## src/rtl/ps2_pkg.sv

```systemverilog
// ps2_pkg: shared state encoding, scan-code prefixes and default timing for the PS/2 decoder
package ps2_pkg;
    typedef enum logic [1:0] {IDLE, DATA, PARITY, STOP} state_t;
    localparam logic [7:0] BREAK_CODE = 8'hF0;
    localparam logic [7:0] EXT_CODE = 8'hE0;
    localparam int DEF_FILTER_LEN = 8;
    localparam int DEF_TIMEOUT_CYCLES = 100000;
endpackage

```

## src/rtl/ps2_line_filter.sv

```systemverilog
// ps2_line_filter: 2-FF synchronizer, glitch filter and falling-edge detect for one PS/2 line
module ps2_line_filter #(
    parameter int FILTER_LEN = 8
) (
    input  logic clk,
    input  logic reset_n,
    input  logic line,
    output logic filt,
    output logic fall
);
    localparam int CW = $clog2(FILTER_LEN + 1);
    logic [1:0]    sync;
    logic [CW-1:0] cnt;
    logic          filt_d;
    // synchronize, then only follow the line once it has disagreed with filt for FILTER_LEN samples
    always_ff @(posedge clk or negedge reset_n) begin
        if (!reset_n) begin
            sync   <= 2'b11;
            cnt    <= '0;
            filt   <= 1'b1;
            filt_d <= 1'b1;
        end else begin
            sync   <= {sync[0], line};
            filt_d <= filt;
            if (sync[1] == filt) cnt <= '0;
            else if (cnt == CW'(FILTER_LEN - 1)) begin
                filt <= sync[1];
                cnt  <= '0;
            end else cnt <= cnt + 1'b1;
        end
    end
    assign fall = filt_d & ~filt;
endmodule

```

## src/rtl/ps2_key_decoder.sv

```systemverilog
// ps2_key_decoder: PS/2 frame receiver reporting make codes and dropping release/extended sequences
module ps2_key_decoder
    import ps2_pkg::*;
#(
    parameter int FILTER_LEN = DEF_FILTER_LEN,
    parameter int TIMEOUT_CYCLES = DEF_TIMEOUT_CYCLES
) (
    input  logic       clk,
    input  logic       reset_n,
    input  logic       ps2_clk,
    input  logic       ps2_data,
    output logic [7:0] code,
    output logic       set_signal,
    output logic       err
);
    localparam int TW = $clog2(TIMEOUT_CYCLES + 1);
    state_t        state;
    logic [2:0]    bit_cnt;
    logic [7:0]    shreg;
    logic          parity_ok;
    logic [TW-1:0] tmo;
    logic          brk;
    logic          ext;
    logic          clk_filt;
    logic          clk_fall;
    logic          data_filt;

    ps2_line_filter #(.FILTER_LEN(FILTER_LEN)) u_clk_filter (
        .clk(clk), .reset_n(reset_n), .line(ps2_clk), .filt(clk_filt), .fall(clk_fall)
    );
    ps2_line_filter #(.FILTER_LEN(FILTER_LEN)) u_data_filter (
        .clk(clk), .reset_n(reset_n), .line(ps2_data), .filt(data_filt), .fall()
    );

    // frame FSM: one bit per filtered ps2_clk falling edge, timeout abandons partial frames
    always_ff @(posedge clk or negedge reset_n) begin
        if (!reset_n) begin
            state      <= IDLE;
            bit_cnt    <= '0;
            shreg      <= '0;
            parity_ok  <= 1'b0;
            tmo        <= '0;
            brk        <= 1'b0;
            ext        <= 1'b0;
            code       <= 8'h00;
            set_signal <= 1'b0;
            err        <= 1'b0;
        end else begin
            set_signal <= 1'b0;
            err        <= 1'b0;
            if (clk_fall) begin
                tmo <= '0;
                case (state)
                    IDLE: begin
                        if (!data_filt) begin
                            state   <= DATA;
                            bit_cnt <= '0;
                        end else err <= 1'b1;
                    end
                    DATA: begin
                        shreg   <= {data_filt, shreg[7:1]};
                        bit_cnt <= bit_cnt + 3'd1;
                        if (bit_cnt == 3'd7) state <= PARITY;
                    end
                    PARITY: begin
                        parity_ok <= data_filt ^ (^shreg);
                        state     <= STOP;
                    end
                    STOP: begin
                        state <= IDLE;
                        if (data_filt && parity_ok) begin
                            if (shreg == BREAK_CODE) brk <= 1'b1;
                            else if (shreg == EXT_CODE) ext <= 1'b1;
                            else if (brk || ext) begin
                                brk <= 1'b0;
                                ext <= 1'b0;
                            end else begin
                                code       <= shreg;
                                set_signal <= 1'b1;
                            end
                        end else begin
                            err <= 1'b1;
                            brk <= 1'b0;
                            ext <= 1'b0;
                        end
                    end
                    default: state <= IDLE;
                endcase
            end else if (state != IDLE) begin
                if (tmo == TW'(TIMEOUT_CYCLES - 1)) begin
                    err     <= 1'b1;
                    state   <= IDLE;
                    bit_cnt <= '0;
                    tmo     <= '0;
                    brk     <= 1'b0;
                    ext     <= 1'b0;
                end else tmo <= tmo + 1'b1;
            end
        end
    end
endmodule

```

## config.mk

```make
export PLATFORM = sky130hd
export DESIGN_NAME = ps2_key_decoder
export DESIGN_NICKNAME = d
export VERILOG_FILES = /design/src/rtl/ps2_pkg.sv /design/src/rtl/ps2_line_filter.sv /design/src/rtl/ps2_key_decoder.sv
export SDC_FILE = /design/constraint.sdc
export NUM_CORES = 1
export LEC_CHECK = 0
export CORE_MARGIN = 4
export CORE_UTILIZATION = 59
export DETAILED_ROUTE_END_ITERATION = 6
export PLACE_DENSITY_LB_ADDON = 0.25
export SYNTH_ARGS = -nofsm -noshare
export SYNTH_HDL_FRONTEND = slang
export SYNTH_SLANG_ARGS = --single-unit
```

## constraint.sdc

```tcl
create_clock -name clk -period 2.8 [get_ports clk]
set_clock_uncertainty 0.1 [all_clocks]
set_input_delay 0.42 -clock clk [delete_from_list [all_inputs] [get_ports clk]]
set_output_delay 0.42 -clock clk [all_outputs]
set_load 0.01 [all_outputs]
```

=== Yosys cells after proc, flatten, opt, wreduce, memory -nomap -nowiden ===
Cells that the tools add are included.

* Add/subtract/negate cells: 4
* Multipliers: 0
* Div/mod/pow operators: 0
* Magnitude comparators: 0
* Equality and inequality tests: 19
* Shifts and indexed selects: 0
* Muxes and demuxes: 43
* Bitwise gates (word level): 8
* Reduce and logical (&&, ||, !) cells: 16

{| class="wikitable"
|+ Operator list
! operator !! count
|-
| two-way mux 17 bit || 3
|-
| two-way mux 1 bit || 24
|-
| adder 17 x 1 -> 17 bit, second input constant || 1
|-
| == test 17 bit, second input constant || 1
|-
| == test 8 bit, second input constant || 2
|-
| two-way mux 4 bit || 4
|-
| two-way mux 3 bit || 4
|-
| two-way mux 2 bit || 5
|-
| AND reduction 5 bit || 2
|-
| != test 3 bit, second input constant || 3
|-
| adder 4 x 1 -> 4 bit, second input constant || 2
|-
| == test 4 x 3 -> 1 bit, second input constant || 2
|-
| != test 4 x 2 -> 1 bit, second input constant || 2
|-
| case mux 2 bit (4 select lines) || 1
|-
| AND reduction 2 bit || 4
|-
| AND reduction 4 bit || 2
|-
| XOR reduction 8 bit || 1
|-
| NOT 1 bit || 6
|-
| case mux 3 bit (2 select lines) || 1
|-
| AND reduction 6 bit || 1
|-
| nonzero test 2 bit || 3
|-
| == test 2 bit, second input constant || 2
|-
| != test 4 bit, second input constant || 1
|-
| adder 3 x 1 -> 3 bit, second input constant || 1
|-
| 11 further kinds || 12
|}

* Flip-flop bits (word level): 58
* Bits in latches: 0
* Bits in writable memories: 0
* Bits in read-only memories: 0
* Input bits: 4
* Output and inout bits: 10
* Logic and storage cells: 107
* Memories: 0

=== Depth between registers and ports, before layout ===
Gate-level depths: netlist of run 1.

* Word-level depth: 7
* Depth in mapped cells: 7

=== Cells and area by module ===
From an unflattened synthesis of run 1, not the netlist that was laid out.

* Cells, all modules: 261
* Area, all modules: 2891.5 sq um

{| class="wikitable"
|+ Modules (own cells, without submodules)
! module !! times used !! cells an instance !! area an instance (sq um)
|-
| ps2_key_decoder || 1 || 219 || 2248.4
|-
| ps2_line_filter || 2 || 21 || 321.6
|}

=== Worst setup path before layout of run 1 ===
Ideal clock, no wire load.

* Path kind: reg2reg
* Start: register tmo[13]
* End: register tmo[15]
* Setup time: 0.126 ns
* Arrival: 1.803 ns
* Setup slack: 0.772 ns
* Stages on the path, launching flop included: 6
* Buffers on the path: 1
* Period minus slack after synthesis: 2.028 ns
* Cells stage by stage: dfrtp_1 > or4b_1 > or4_4 > o21ai_4 > buf_6 > a21oi_1

* Longest elaborated chain between the ends: 4

{| class="wikitable"
|+ Ends and longest elaborated chain
! element !! line !! text
|-
| start: declaration || ps2_key_decoder.sv:21 || <nowiki>logic [TW-1:0] tmo;</nowiki>
|-
| start signal: assignment || ps2_key_decoder.sv:97 || <nowiki>end else tmo <= tmo + 1'b1;</nowiki>
|-
| adder 17 x 1 -> 17 bit / == test 17 bit (equally long branches) || ps2_key_decoder.sv:97, ps2_key_decoder.sv:90 ||
|-
| two-way mux 17 bit * || ps2_key_decoder.sv:90 || <nowiki>if (tmo == TW'(TIMEOUT_CYCLES - 1)) begin</nowiki>
|-
| two-way mux 17 bit * || ps2_key_decoder.sv:89 || <nowiki>end else if (state != IDLE) begin</nowiki>
|-
| two-way mux 17 bit * || ps2_key_decoder.sv:51 || <nowiki>if (clk_fall) begin</nowiki>
|}

Every way passes the cells marked *; elsewhere a longest branch is shown, timed or not. The select of a mux whose other input is x is not followed.
A chain may end at the register's enable or synchronous reset.

=== Worst setup path in the final report of run 1 ===
* Start: register tmo[13]
* End: register err

* Longest elaborated chain between the ends: 4

{| class="wikitable"
|+ Ends and longest elaborated chain
! element !! line !! text
|-
| == test 17 bit || ps2_key_decoder.sv:90 ||
|-
| two-way mux 1 bit || ps2_key_decoder.sv:90 ||
|-
| two-way mux 1 bit || ps2_key_decoder.sv:89 ||
|-
| two-way mux 1 bit || ps2_key_decoder.sv:51 ||
|-
| end signal: assignment || ps2_key_decoder.sv:50 || <nowiki>err <= 1'b0;</nowiki>
|-
| end signal: assignment || ps2_key_decoder.sv:58 || <nowiki>end else err <= 1'b1;</nowiki>
|-
| end signal: assignment || ps2_key_decoder.sv:91 || <nowiki>err <= 1'b1;</nowiki>
|-
| end: declaration || ps2_key_decoder.sv:14 || <nowiki>output logic err</nowiki>
|}

No other way between the ends.

==> results_dict.tcl, run 1 <==
set metrics [dict create \
    drive_gt1_share_pct 16.3 \
    finalWirelength_mm 4.69 \
    outcome "complete, no violations" \
    slew_viol_final 0 \
    cts_resized 0 \
    initial_core_util_pct 62.5 \
    slew_headroom_pct 39.1 \
    ios 14 \
    yosys.area_share.simple_pct 15.1 \
    hold_viol_final 0 \
    clk_pin_slew_ns 0.06 \
    worst_slew_pin_slew_ns 0.913 \
    cts_buffer_depth 2 \
    rsz0062_at_grt "no" \
    post-route-drc-count 0 \
    ff2ff_setup_slack_ns 0.59 \
    num_vias 1924 \
    worstPathMaxFanout 14 \
    die_area_mm2 0.00591 \
    synth_top_family_by_area "simple AND/OR/NAND/NOR gates" \
    p_per_area_mw_per_mm2 744 \
    synthMuxAreaShare_pct 5.64 \
    dp_hpwl_mm 3.29 \
    multiInputGateArea_mm2 0.00125 \
    switching_share_pct 32.4 \
    diodes 0 \
    clock_tree.root_cell "clkbuf_8" \
    final_core_util_pct 70.6 \
    gr-total-overflow 0 \
    post-cts-setup-buffer-count 0 \
    crit_family "simple AND/OR/NAND/NOR gates" \
    die_w_um 76.8 \
    layout_setup_ws_ns 0.592 \
    vias_per_cell 5.76 \
    grt_pass1_vias 1905 \
    clkSinkCount 58 \
    hold_class "in2async" \
    finalInstanceArea_mm2 0.00316 \
    r2r-start "tmo[13]" \
    die_h_um 76.8 \
    crit_arrival_ns 2.37 \
    postCtsHoldBufs 0 \
    io_buffers 13 \
    finalCritPeriodShare_pct 78.9 \
    synth_compound_area_share_pct 12.0 \
    regArea_mm2 0.00146 \
    final-setup-viol-count 0 \
    synth_fa_ha_area_share_pct 6.71 \
    ys.flop_type "dfrtp_1" \
    grt_usage_pct 17.9 \
    finalWeightedCongestion 0.894 \
    grt_pass1_wl_mm 8.41 \
    synth_seq_cells 58 \
    first_pass_iters 4 \
    crit_type "reg2reg" \
    nets 296 \
    cp-start-kind "register" \
    ys_seq_area_share_pct 52.2 \
    p_sw_uw 762 \
    critPathSlowestCell "or4_4" \
    synth_cell_types 44 \
    drtIter0Drc 115 \
    reg2reg_to "err" \
    grt_max_degree 33 \
    place_area_mm2 0.00299 \
    syn_nets 274 \
    clk_latency_ns 0.33 \
    p_seq_share_pct 46.2 \
    synth_xor_area_share_pct 5.32 \
    r2r_cells 4 \
    coreArea_mm2 0.00447 \
    power_report.internal_total_mw 1.59 \
    syn-cell-area_mm2 0.00280 \
    antenna_found_initial 0 \
    power.leakage_nw 1.37 \
    cts_tree "yes" \
    crit_chain "or4b_1, or4_4, o21ai_4, o21a_1" \
    synth_area_per_cell_um2 11.0 \
    ir_drop_mv 0.535 \
    clkPwrFrac_pct 28.3 \
    ant_nets 0 \
    fillers 334 \
    fin_setup_tns_ns 0 \
    critPathBufInv 0 \
    maxCapViolCount 0 \
    required_ns 2.96 \
    numCtsBuffers 9 \
    period_needed_ns 2.21 \
    holdWs_ns 0.0313 \
    synth_warnings 0 \
    place_ws_ns 0.603 \
    area_growth_syn_to_layout_pct 13.0 \
    crit_path_end_kind "register" \
    synthCells 255 \
    cpPeakStageDelay_ns 0.55 \
    cts_max_level 3 \
    comb_power_share_pct 25.5 \
    fp-row-count 24 \
    async_reset_ff_share_pct 100 \
    wl_per_cell_um 14.1 \
    fmax_mhz 453 \
    synth_edf_count 0 \
]
## final cells by class
type,instances,area share (%)
sequential,58,46.2
tap,52,2.06
timing repair buffer,18,5.15
multi-input combinational,177,39.6
inverter,13,1.54
clock buffer,16,5.39
## power by group through the flow
stage,logic (mW),clock network [mW],registers [mW]
6_report,0.600,0.664,1.09
4_1_cts,0.606,0.685,1.09
2_1_floorplan,0.489,0,1.07
5_1_grt,0.683,0.735,1.10
3_3_place_gp,0.586,0,1.09
3_5_place_dp,0.598,0,1.10
## worst max-delay path by stage
stage / start / end / slack, ns / cells after the start
floorplan: tmo[13] / tmo[15] / 0.77 / 5
global placement: tmo[13] / err / 0.63 / 4
detailed placement: tmo[13] / err / 0.60 / 4
CTS: tmo[13] / err / 0.59 / 4
global route: tmo[0] / tmo[10] / 0.49 / 5
finish: tmo[13] / err / 0.59 / 4
## layout by cell type, fill, tap and decap left out, types with 2 or more instances in the layout
master and count:
xnor2_1 17, buf_4 5, a31o_2 2, ha_1 15, dfstp_2 7, a21oi_1 15, nand4_1 4, nand4b_1 2
inv_1 13, a31oi_1 2, nor2_1 18, nand2_1 27, a2111oi_0 2, nor3_1 4, a2111o_1 2, o2bb2ai_1 2
o22ai_1 5, o21ai_0 8, dfrtp_1 51, clkbuf_8 11, a211oi_1 4, nand3b_1 2, nand2b_1 2, nor2b_1 4
nand3_1 9, mux2_2 14, clkbuf_1 5, clkdlybuf4s50_1 12
## logic make-up (layout without fill, tap and decap cells)
group           count (synthesis)  in the layout
compound gates                 49             49
xor+xnor                       17             17
fa+ha+maj                      15             15
buf+inv                        20             47
flops                          58             58
mux                            14             14
simple gates                   82             82
## per-stage QoR
step                instances  power, mW
finish                    334       2.35
global route              334       2.52
CTS                       334       2.38
detailed placement        318       1.70
global placement          318       1.68
floorplan                 255       1.55
## flip-flops by register name (all words and copies together), names as in the netlist
| register | count |
|---|---|
| code | 8 |
| ext | 1 |
| set_signal | 1 |
| shreg | 8 |
| u_clk_filter.cnt | 4 |
| tmo | 17 |
| parity_ok | 1 |
| brk | 1 |
| state | 2 |
| u_clk_filter.sync | 2 |
| u_clk_filter.filt | 1 |
| u_data_filter.filt | 1 |
| u_clk_filter.filt_d | 1 |
| u_data_filter.cnt | 4 |
| u_data_filter.sync | 2 |
| bit_cnt | 3 |
| err | 1 |
## synthesized netlist by cell type (2+ instances only)
library cell | instances | share of area [%]
o21ai_0 | 8 | 1.4
a211oi_1 | 4 | 1.1
nor2b_1 | 4 | 0.89
ha_1 | 15 | 6.7
nor3_1 | 4 | 0.72
o2bb2ai_1 | 2 | 0.63
nand3b_1 | 2 | 0.54
a31oi_1 | 2 | 0.45
clkbuf_1 | 5 | 0.67
a2111oi_0 | 2 | 0.63
nand4_1 | 4 | 0.89
inv_1 | 13 | 1.7
o22ai_1 | 5 | 1.1
nand2b_1 | 2 | 0.45
nand2_1 | 27 | 3.6
xnor2_1 | 17 | 5.3
mux2_2 | 14 | 5.6
a31o_2 | 2 | 0.63
a2111o_1 | 2 | 0.81
a21oi_1 | 15 | 2.7
nor2_1 | 18 | 2.4
nand4b_1 | 2 | 0.63
nand3_1 | 9 | 1.6
dfstp_2 | 7 | 6.6
dfrtp_1 | 51 | 46
## metal layers
| metal | GRT usage, % | routed length, um | vias to the layer above |
|---|---|---|---|
| met5 | 0 | 0 | - |
| met4 | 6.88 | 91 | 0 |
| met3 | 7.03 | 169 | 10 |
| met2 | 28.0 | 2260 | 25 |
| met1 | 22.4 | 2170 | 945 |
| li1 | - | - | 944 |
No activity file was read; power rests on OpenSTA's default activity.
==> run 2: changes to the inputs <==
--- a/config.mk
+++ b/config.mk
@@ -6,7 +6,7 @@
 export NUM_CORES = 1
 export LEC_CHECK = 0
 export CORE_MARGIN = 4
-export CORE_UTILIZATION = 59
+export CORE_UTILIZATION = 54
 export DETAILED_ROUTE_END_ITERATION = 6
 export PLACE_DENSITY_LB_ADDON = 0.25
 export SYNTH_ARGS = -nofsm -noshare
==> constraint.sdc (replaced) <==
create_clock -name clk -period 1.9 [get_ports clk]
set_clock_uncertainty 0.1 [all_clocks]
set_input_delay 0.285 -clock clk [delete_from_list [all_inputs] [get_ports clk]]
set_output_delay 0.285 -clock clk [all_outputs]
set_load 0.01 [all_outputs]
==> run 2 against run 1 <==
The run now ends with setup timing left; sequential power increased by 43%; register-to-register slack got worse by 0.76 ns; utilization increased by 0.70 points; die area increased by 8.3%; non-clock buffer count increased by 29; cell count increased by 13%; critical path type unchanged; critical endpoint is now ext; largest power group unchanged; highest routed layer unchanged.
==> results_dict.tcl, run 2 (synthesis results as in run 1) <==
set metrics [dict create \
    post-route-drc-count 0 \
    worst_hold_path.num_cells 0 \
    ant_nets 0 \
    die_area_mm2 0.00639 \
    clk_latency_ns 0.33 \
    area_growth_syn_to_layout_pct 24.4 \
    ir_drop_mv 0.651 \
    grt_usage_pct 19.4 \
    finalInstanceArea_mm2 0.00348 \
    finalWirelength_mm 5.57 \
    power_report.internal_total_mw 2.55 \
    clkSinkCount 58 \
    crit_family "simple AND/OR/NAND/NOR gates" \
    num_vias 2094 \
    grt_pass1_vias 2018 \
    layout_common_cells "51 x dfrtp_1, 30 x buf_4, 27 x nand2_1, 18 x nor2_1, 17 x xnor2_1" \
    p_per_area_mw_per_mm2 1090 \
    grt_max_degree 43 \
    outcome "finished with violations" \
    maxCapViolCount 0 \
    rsz0062_at_grt "yes" \
    finalWeightedCongestion 0.835 \
    clk_pin_slew_ns 0.06 \
    coreArea_mm2 0.00488 \
    place_area_mm2 0.00323 \
    gr-total-overflow 0 \
    clkPwrFrac_pct 27.6 \
    cp.depth 5 \
    grt_pass1_wl_mm 9.38 \
    period_needed_ns 2.07 \
    fmax_mhz 484 \
    crit_path_end_kind "register" \
    drtIter0Drc 106 \
    crit_chain "or4bb_1, or4_4, nor3_4, buf_6, o22ai_1" \
    ios 14 \
    final-setup-viol-count 24 \
    cts_buffer_depth 2 \
    hold_class "reg2reg" \
    die_h_um 80.0 \
    violations "setup timing" \
    io_buffers 13 \
    layout_setup_ws_ns -0.166 \
    clock_tree.root_cell "clkbuf_8" \
    crit_type "reg2reg" \
    r2r_cells 5 \
    initial_core_util_pct 57.3 \
    antenna_found_initial 0 \
    slew_headroom_pct 66.0 \
    p_seq_share_pct 41.0 \
    hold_viol_final 0 \
    die_w_um 80.0 \
    regMostFlops "tmo" \
    finalCritPeriodShare_pct 109 \
    critPathBufInv 1 \
    fp-row-count 25 \
    first_pass_iters 4 \
    worstPathMaxFanout 7 \
    cpPeakStageDelay_ns 0.54 \
    required_ns 2.01 \
    comb_power_share_pct 31.5 \
    slew_viol_final 0 \
    critPathSlowestCell "or4_4" \
    diodes 0 \
    power.leakage_nw 1.54 \
    numCtsBuffers 9 \
    final_common_cell "dfrtp_1" \
    p_sw_mw 1.25 \
    fillers 364 \
    crit_arrival_ns 2.18 \
    drive_gt1_share_pct 27.3 \
    largest_reg_flops 17 \
    switching_share_pct 32.8 \
    nets 325 \
    dp_hpwl_mm 3.70 \
    vias_per_cell 5.54 \
    cts_tree "yes" \
    wl_per_cell_um 14.7 \
    top_regs "tmo: 17 flops, code: 8 flops, shreg: 8 flops" \
    cts_max_level 3 \
    worst_slew_pin_slew_ns 0.497 \
    cp-start-kind "register" \
    place_ws_ns -0.166 \
]
## run 2: layout make-up
cell class / count / area [um^2] / area share [%]
repair buffers: 47 / 412 / 11.8
inverters: 13 / 48.8 / 1.40
well taps: 67 / 83.8 / 2.41
multi-input cells: 177 / 1290 / 37.1
clock inverters: 2 / 10.0 / 0.288
flip-flops and latches: 58 / 1460 / 42.0
clock buffers: 14 / 173 / 4.96
## run 2: per-stage QoR
stage	util (%)	hold slack, ns	std cells	power (mW)	setup TNS, ns
after global placement	66.2	0.146	359	2.68	-2.01
after global routing	71.3	0.237	378	4.04	-4.12
final	71.3	0.255	378	3.80	-2.91
after detailed placement	66.2	0.143	359	2.71	-2.66
after floorplan	-	-0.111	255	2.29	-1.20
after CTS	70.6	0.242	377	3.78	-2.50
## run 2: path summary, 6_finish.rpt
kind | start | end | slack, ns
max | tmo[8] | ext | -0.17
min | u_data_filter.sync[0] | u_data_filter.sync[1] | 0.26
max reg2reg | tmo[8] | ext | -0.17
min reg2reg | u_data_filter.sync[0] | u_data_filter.sync[1] | 0.26
max in group asynchronous | reset_n | u_data_filter.sync[1] | 0.76
min in group asynchronous | reset_n | tmo[2] | 0.32
## run 2: worst reg2reg max path: stages, from the launching register on
cell     delay (ns)
dfrtp_1        0.39
or4bb_1        0.50
or4_4          0.54
nor3_4         0.19
buf_6          0.16
o22ai_1        0.07
## run 2: power by group through the flow
stage	clock network [mW]	logic, mW	registers (mW)
CTS	1.07	1.16	1.56
finish	1.05	1.20	1.56
detailed placement	0	1.14	1.57
global route	1.14	1.33	1.58
floorplan	0	0.723	1.57
global placement	0	1.11	1.57
## run 2: repair_timing
| action | CTS | global route |
|---|---|---|
| setup buffers | 1 | 1 |
| resized for setup | 3 | 6 |
| setup endpoints to repair | 24 | 24 |
| hold endpoints to repair | 16 | 0 |
| pin swaps | 2 | 1 |
| hold buffers | 1 | 0 |
## run 2: layer usage
layer  vias to the layer above  track usage (%)  wire length, um
met4                         0             9.63              129
met1                      1024             25.0             2480
met2                        43             29.8             2740
met3                        13             5.53              223
met5                         -                0                0
li1                       1014                -                -
==> run 3: changes to the inputs <==
--- a/config.mk
+++ b/config.mk
@@ -6,7 +6,7 @@
 export NUM_CORES = 1
 export LEC_CHECK = 0
 export CORE_MARGIN = 4
-export CORE_UTILIZATION = 54
+export CORE_UTILIZATION = 59
 export DETAILED_ROUTE_END_ITERATION = 6
 export PLACE_DENSITY_LB_ADDON = 0.25
 export SYNTH_ARGS = -nofsm -noshare
==> constraint.sdc (replaced) <==
create_clock -name clk -period 2.2 [get_ports clk]
set_clock_uncertainty 0.1 [all_clocks]
set_input_delay 0.22 -clock clk [delete_from_list [all_inputs] [get_ports clk]]
set_output_delay 0.22 -clock clk [all_outputs]
set_load 0.01 [all_outputs]
==> run 3 against run 2 <==
Critical path depth down 1; register-to-register slack better by 0.27 ns; critical endpoint is now state[1]; the flow now finishes without violations; wire length down 11%; die area down 7.6%; final area down 6.0%; clock power down 16%; via count down 7.8%; maximum frequency down 1.4%; critical path type unchanged; setup slack better by 0.27 ns.
==> results_dict.tcl, run 3 (synthesis results as in run 1) <==
set metrics [dict create \
    maxCapViolCount 0 \
    largest_reg_flops 17 \
    power.leakage_nw 1.44 \
    hold_class "in2reg" \
    worst_slew_pin_slew_ns 0.695 \
    period_needed_ns 2.10 \
    die_w_um 76.8 \
    slew_viol_final 0 \
    p_per_area_mw_per_mm2 952 \
    required_ns 2.29 \
    die_area_mm2 0.00591 \
    diodes 0 \
    io_buffers 13 \
    wl_per_cell_um 14.3 \
    drive_gt1_share_pct 20.7 \
    cts_tree "yes" \
    finalWeightedCongestion 0.786 \
    cts_buffer_depth 2 \
    crit_arrival_ns 2.19 \
    gr-total-overflow 0 \
    slew_headroom_pct 53.7 \
    fp-row-count 24 \
    final-setup-viol-count 0 \
    finalWirelength_mm 4.94 \
    crit_type "reg2reg" \
    hold_viol_final 0 \
    clkSinkCount 58 \
    num_vias 1931 \
    cp-start-kind "register" \
    vias_per_cell 5.58 \
    die_h_um 76.8 \
    regMostFlops "tmo" \
    initial_core_util_pct 62.5 \
    clock_tree.root_cell "clkbuf_8" \
    grt_max_degree 59 \
    multiInputGateArea_mm2 0.00126 \
    numCtsBuffers 9 \
    first_pass_iters 4 \
    drtIter0Drc 138 \
    dp_hpwl_mm 3.46 \
    worstPathMaxFanout 7 \
    holdWs_ns 0.198 \
    rsz0062_at_grt "no" \
    post-cts-setup-buffer-count 0 \
    routed.top_layer "met4" \
    ant_nets 0 \
    antenna_found_initial 0 \
    nets 308 \
    clk_pin_slew_ns 0.06 \
    ios 14 \
    grt_usage_pct 19.1 \
    area_growth_syn_to_layout_pct 16.9 \
    grt_pass1_wl_mm 8.96 \
    wl_met2_mm 2.39 \
    layout_common_cells "51 x dfrtp_1, 27 x nand2_1, 18 x nor2_1, 17 x xnor2_1, 16 x buf_4" \
    cts_max_level 3 \
    met1_length_mm 2.24 \
    finalCritPeriodShare_pct 95.3 \
    grt_pass1_vias 1984 \
    crit_path_end_kind "register" \
    fin_setup_tns_ns 0 \
    regArea_mm2 0.00146 \
    post-route-drc-count 0 \
    outcome "complete, no violations" \
    coreArea_mm2 0.00447 \
    wl_met3_um 221 \
    clk_latency_ns 0.33 \
    fillers 321 \
    top_regs "tmo: 17 flops, code: 8 flops, shreg: 8 flops" \
    final_common_cell "dfrtp_1" \
    fmax_mhz 477 \
    ir_drop_mv 0.632 \
]
run 3: cell count changes in the layout (fill, tap and decap cells not counted), moves of 2 or more:
cell / before / now
o2bb2ai_2: 2 / 0
o2bb2ai_1: 0 / 2
buf_12: 2 / 0
a21oi_2: 2 / 0
a21oi_1: 13 / 15
buf_4: 30 / 16
run 3: area by class of cell:
type | count | share of cell area [%]
clock inverter | 2 | 0.306
sequential | 58 | 44.7
inverter | 13 | 1.49
clock buffer | 14 | 5.28
tap | 52 | 1.99
multi-input combinational | 177 | 38.5
timing repair buffer | 30 | 7.81
run 3: path summary, 6_finish.rpt:
| check | start | end | slack [ns] | cells after the start |
|---|---|---|---|---|
| min in group asynchronous | reset_n | u_clk_filter.cnt[0] | 0.46 | 3 |
| worst max register to register | tmo[11] | state[1] | 0.10 | 4 |
| worst min-delay path | ps2_clk | u_clk_filter.sync[0] | 0.20 | 1 |
| worst max-delay path | tmo[11] | state[1] | 0.10 | 4 |
| max in group asynchronous | reset_n | state[1] | 1.08 | 3 |
| worst min register to register | u_clk_filter.sync[0] | u_clk_filter.sync[1] | 0.26 | 0 |
run 3: what timing repair did:
action,in CTS,in global routing
resized for setup,0,1
hold buffers,1,0
endpoints found under the setup margin,0,1
hold endpoints to repair,51,0
run 3: report_power, final:
part	internal (mW)	leakage, nW	switching, mW	total, mW
Combinational	0.367	0.571	0.481	0.848
Clock	0.498	0.0965	0.386	0.884
Sequential	1.24	0.772	0.138	1.38
run 3: through the flow:
step | area (um^2) | total power, mW | setup slack [ns] | util (%) | std cells
2_1_floorplan | 2800 | 1.98 | 0.172 | - | 255
3_3_place_gp | 3070 | 2.21 | 0.156 | 68.7 | 329
3_5_place_dp | 3070 | 2.24 | 0.0876 | 68.7 | 329
4_1_cts | 3260 | 3.14 | 0.105 | 73.0 | 346
5_1_grt | 3270 | 3.34 | 0.0260 | 73.1 | 346
6_report | 3270 | 3.11 | 0.104 | 73.1 | 346
run 3: layer usage:
layer	vias up	track usage, %
li1	968	-
met1	913	23.5
met2	42	30.7
met3	8	6.44
met4	0	8.15
met5	-	0
run 3: worst max-delay path: stages (launching register included):
cell	delay (ns)
dfrtp_1	0.41
or4b_1	0.50
or4_4	0.55
nor3_4	0.27
o22ai_1	0.12
